===== src/rtl/dmem_arbiter.sv =====
// Two-port arbiter/sequencer for the single-port data memory, with lock and bounded hold.
// Define DMEM_ARB_RR_EN for round-robin contention; otherwise port A has fixed priority.
module dmem_arbiter #(
  parameter int unsigned LOCK_MAX = 16,
  parameter int unsigned ADDR_W   = 10,
  parameter int unsigned DATA_W   = 32
) (
  input  logic              clk,
  input  logic              rst_n,
  input  logic              req_a,
  input  logic              req_b,
  input  logic              we_a,
  input  logic              we_b,
  input  logic              lock_a,
  input  logic              lock_b,
  input  logic [ADDR_W-1:0] addr_a,
  input  logic [ADDR_W-1:0] addr_b,
  input  logic [DATA_W-1:0] wdata_a,
  input  logic [DATA_W-1:0] wdata_b,
  output logic              gnt_a,
  output logic              gnt_b,
  output logic              rvalid_a,
  output logic              rvalid_b,
  output logic [DATA_W-1:0] rdata_a,
  output logic [DATA_W-1:0] rdata_b,
  output logic              mem_we,
  output logic [ADDR_W-1:0] mem_addr,
  output logic [DATA_W-1:0] mem_wdata,
  input  logic [DATA_W-1:0] mem_rdata
);

  typedef enum logic [1:0] {IDLE, OWN_A, OWN_B} state_e;

  localparam logic [7:0] LOCK_LIM = 8'(LOCK_MAX);

  state_e     state_q, state_d;
  logic [7:0] hold_q, hold_d, hold_nxt;
  logic       last_gnt_q, last_gnt_d;   // 1 = B
  logic       force_a_q, force_a_d;
  logic       force_b_q, force_b_d;
  logic       rdy_q;
  logic       rvalid_a_q, rvalid_b_q;

  // rdy_q keeps grants off until the first edge after reset release.
  always_comb begin
    gnt_a = 1'b0;
    gnt_b = 1'b0;
    if (rdy_q) begin
      case (state_q)
        IDLE: begin
          if (req_a && req_b) begin
            if (force_a_q) begin
              gnt_a = 1'b1;
            end else if (force_b_q) begin
              gnt_b = 1'b1;
            end else begin
`ifdef DMEM_ARB_RR_EN
              gnt_a = last_gnt_q;
              gnt_b = ~last_gnt_q;
`else
              gnt_a = 1'b1;
`endif
            end
          end else begin
            gnt_a = req_a;
            gnt_b = req_b;
          end
        end
        OWN_A:   gnt_a = req_a;
        OWN_B:   gnt_b = req_b;
        default: ;
      endcase
    end
  end

  always_comb begin
    state_d    = state_q;
    hold_d     = hold_q;
    last_gnt_d = last_gnt_q;
    force_a_d  = force_a_q;
    force_b_d  = force_b_q;
    hold_nxt   = hold_q;
    if (gnt_a) begin
      last_gnt_d = 1'b0;
    end else if (gnt_b) begin
      last_gnt_d = 1'b1;
    end
    case (state_q)
      IDLE: begin
        force_a_d = 1'b0;
        force_b_d = 1'b0;
        hold_d    = '0;
        if (gnt_a && lock_a) begin
          state_d = OWN_A;
        end else if (gnt_b && lock_b) begin
          state_d = OWN_B;
        end
      end
      OWN_A: begin
        if (req_b && hold_q != LOCK_LIM) hold_nxt = hold_q + 8'd1;
        if (!req_a || !lock_a || hold_nxt == LOCK_LIM) begin
          state_d   = IDLE;
          hold_d    = '0;
          force_b_d = (hold_nxt == LOCK_LIM);
        end else begin
          hold_d = hold_nxt;
        end
      end
      OWN_B: begin
        if (req_a && hold_q != LOCK_LIM) hold_nxt = hold_q + 8'd1;
        if (!req_b || !lock_b || hold_nxt == LOCK_LIM) begin
          state_d   = IDLE;
          hold_d    = '0;
          force_a_d = (hold_nxt == LOCK_LIM);
        end else begin
          hold_d = hold_nxt;
        end
      end
      default: begin
        state_d = IDLE;
        hold_d  = '0;
      end
    endcase
  end

  always_ff @(posedge clk or negedge rst_n) begin
    if (!rst_n) begin
      state_q    <= IDLE;
      hold_q     <= '0;
      last_gnt_q <= 1'b1;
      force_a_q  <= 1'b0;
      force_b_q  <= 1'b0;
      rdy_q      <= 1'b0;
      rvalid_a_q <= 1'b0;
      rvalid_b_q <= 1'b0;
    end else begin
      state_q    <= state_d;
      hold_q     <= hold_d;
      last_gnt_q <= last_gnt_d;
      force_a_q  <= force_a_d;
      force_b_q  <= force_b_d;
      rdy_q      <= 1'b1;
      rvalid_a_q <= gnt_a & ~we_a;
      rvalid_b_q <= gnt_b & ~we_b;
    end
  end

  always_comb begin
    mem_we    = 1'b0;
    mem_addr  = '0;
    mem_wdata = '0;
    if (gnt_a) begin
      mem_we    = we_a;
      mem_addr  = addr_a;
      mem_wdata = wdata_a;
    end else if (gnt_b) begin
      mem_we    = we_b;
      mem_addr  = addr_b;
      mem_wdata = wdata_b;
    end
  end

  assign rvalid_a = rvalid_a_q;
  assign rvalid_b = rvalid_b_q;
  assign rdata_a  = rvalid_a_q ? mem_rdata : '0;
  assign rdata_b  = rvalid_b_q ? mem_rdata : '0;

endmodule


===== config.mk =====
export PLATFORM = sky130hd
export DESIGN_NAME = dmem_arbiter
export DESIGN_NICKNAME = d
export VERILOG_FILES = /design/src/rtl/dmem_arbiter.sv
export SDC_FILE = /design/constraint.sdc
export NUM_CORES = 1
export LEC_CHECK = 0
export CAP_MARGIN = 0
export CORE_MARGIN = 3
export CORE_UTILIZATION = 28
export CTS_CLUSTER_SIZE = 30
export DETAILED_ROUTE_END_ITERATION = 10
export HOLD_SLACK_MARGIN = 0.15
export PLACE_DENSITY = 0.9
export SLEW_MARGIN = 20
export SYNTH_ARGS = -nofsm -noshare
export SYNTH_HDL_FRONTEND = slang
export SYNTH_SLANG_ARGS = --single-unit

===== constraint.sdc =====
create_clock -name clk -period 3.2 [get_ports clk]
set_input_delay 0.32 -clock clk [delete_from_list [all_inputs] [get_ports clk]]
set_output_delay 0.32 -clock clk [all_outputs]
set_load 0.05 [all_outputs]

==> metrics.txt <==
Via-to-Cell Ratio=5.13; Syn Area/Cell=7.95 µm²; nets@finish=611; Tcrit/Tclk final=87.0%; number of max-cap violations=0; Antenna Nets Post-Route=0; peak supply drop=0.336 mV; register area share after synthesis=18.1%; initial antenna violation count=3; final setup fails=0; port buffer count=234; largest net degree at the start of global routing=34; CTS max path bufs=2; clock tree from TritonCTS=yes; clk sink count=15; layout cell share with drive strength beyond 1=13.9%; CP endpoint kind=output pin; worst-path maximum fanout=7; WL/cell=17.8 µm; chip width=92.1 µm; synth-to-layout area growth=114%; reg2reg path depth=8; vias in the first global route=2,999; grt ovf=0; fill count=599; Starting DRT DRC Count=267; Die Y=92.1 µm; R2R Path End=state_q[0]$_DFFE_PN0P_; metal2 WL=5480 µm; Total GRT Usage=22.7%; wirelength, routed=10,400 µm; Fin Setup TNS=0 ns; Resized cells post-CTS=0; Hold Buf Count CTS=0; Final Util=63.7%; via count=2,975; r2r setup slk=0.59 ns; DRC violations left=0; Syn Std Cell Area=2070 µm²; slew margin rel.=50.3%; Clock transition at path regs=0.07 ns; Cell Rows=30; dpl hpwl=8690 µm; clk root buf=clkbuf_8; Final Hold Fails=0; number of distinct library cells after synthesis=51; # IOs=235; H-tree lvl count=1; met1 wire length=3650 µm; commonest cells after routing, fill and taps aside=clkdlybuf4s50_1, and2_1, buf_4; starting density of the core=29.7%; HP Class=in2async; worst flop-to-flop path startpoint=hold_q[0]$_DFF_PN0_; Inst Count DP=573; Gate Count Post-Synth=261; Final Critical Period=2.78 ns; met3 WL=1060 µm; drt first pass iters=5; Critical Path RT=2.88 ns; Leakage=0.00184 µW; setup repair after global routing missed its margin=no; Peak Freq=0.359 GHz; Slew @ Worst Pin=0.745 ns; asr flop ratio synth=100%; synthesis-stage register bit count=15; final clock skew=0.00768 ns; Ys Warns=0; post-place instance area=4390 µm²; core area=6980 µm²; uppermost routed layer=met4; WHS=0.464 ns; CTS Buf Count=3; Post-Syn Nets=390; pwr dens=453 nW/µm²; Skew-Pair Late Insertion Delay=0.26 ns; EDFF count, synth=0; status=complete, no violations; Max Slew Vio Count=0; Design Area, Final=4440 µm²; Post-CTS Setup Bufs=0; commonest non-fill, non-tap cell in the layout=clkdlybuf4s50_1; crit path DAT=2.46 ns; die area=8480 µm²; Final GP Congestion=0.972; predominant post-synthesis flop cell=dfrtp_1; first-pass GRT wire length=15,600 µm; Non-Filler Instances=580; CP startpoint kind=register; crit path kind=reg2out
## cells by family (layout without fill, tap and decap cells)
kind of cell    after synthesis  in the layout  synth area share, %
simple gates                110            110                 32.6
compound gates               91             91                 36.5
buf+inv                      33            253                 6.75
flops                        15             15                 18.1
fa+ha+maj                     5              5                 3.02
mux                           4              4                 2.05
xor+xnor                      2              2                0.845
other cells                   1              4                0.181
## Yosys cell counts (4+ instances only)
| cell type | n | share of area [%] |
|---|---|---|
| nor2_1 | 10 | 1.8 |
| o21ai_0 | 6 | 1.4 |
| ha_1 | 5 | 3.0 |
| and2_1 | 64 | 19 |
| clkbuf_1 | 17 | 3.1 |
| a22o_1 | 47 | 20 |
| buf_2 | 4 | 0.97 |
| nor3_1 | 5 | 1.2 |
| inv_1 | 9 | 1.6 |
| nand3_1 | 5 | 1.2 |
| nand2_1 | 8 | 1.4 |
| a21oi_1 | 9 | 2.2 |
| dfrtp_1 | 15 | 18 |
## where the power goes
| group | switching (µW) | total, µW | internal (µW) |
|---|---|---|---|
| logic | 1040 | 1620 | 581 |
| clock network | 77.2 | 165 | 87.8 |
| registers | 20.6 | 227 | 206 |
## through the flow
stage	setup slack [ns]	power [µW]
final	0.417	2010
after CTS	0.414	2020
after detailed placement	0.537	1860
after global placement	0.563	1820
after floorplan	0.496	1260
after global routing	0.314	2100
## how the worst max path moves through the flow
stage                                 startpoint      endpoint  slack [ns]
after global routing      state_q[0]$_DFFE_PN0P_         gnt_b        0.31
after CTS                 state_q[0]$_DFFE_PN0P_         gnt_b        0.41
final                     state_q[0]$_DFFE_PN0P_         gnt_b        0.42
after floorplan           state_q[0]$_DFFE_PN0P_   mem_addr[0]        0.50
after global placement                     req_b         gnt_b        0.56
after detailed placement                   req_b  mem_wdata[3]        0.54
## worst max-delay path, cell delays in order, from the launching register on
cell             delay [ns]
dfrtp_1                0.39
inv_1                  0.11
ha_1                   0.30
a21boi_0               0.21
o211ai_1               0.18
inv_1                  0.17
clkdlybuf4s50_1        0.83
## area by class of cell
class                      instances  area [µm²]  area share, %
tap                               96         120           2.70
clock inverter                     1        7.51          0.169
sequential                        15         375           8.45
multi-input combinational        213        1570           35.3
antenna                            3        7.51          0.169
clock buffer                       3        41.3          0.929
timing repair buffer             240        2290           51.5
inverter                           9        33.8          0.760
## state kept, by name, summed over array words and instances, names as in the netlist
signal and cells:
force_a_q 1, force_b_q 1, hold_q 8, rdy_q 1
rvalid_a 1, rvalid_b 1, state_q 2
## metal layers
metal  track usage, %  vias up
met5                0        -
met4             6.06        0
met3             5.91       13
met2             43.1      210
met1             24.6     1342
li1                 -     1410
Note: power is estimated with default switching activity, not from simulation.
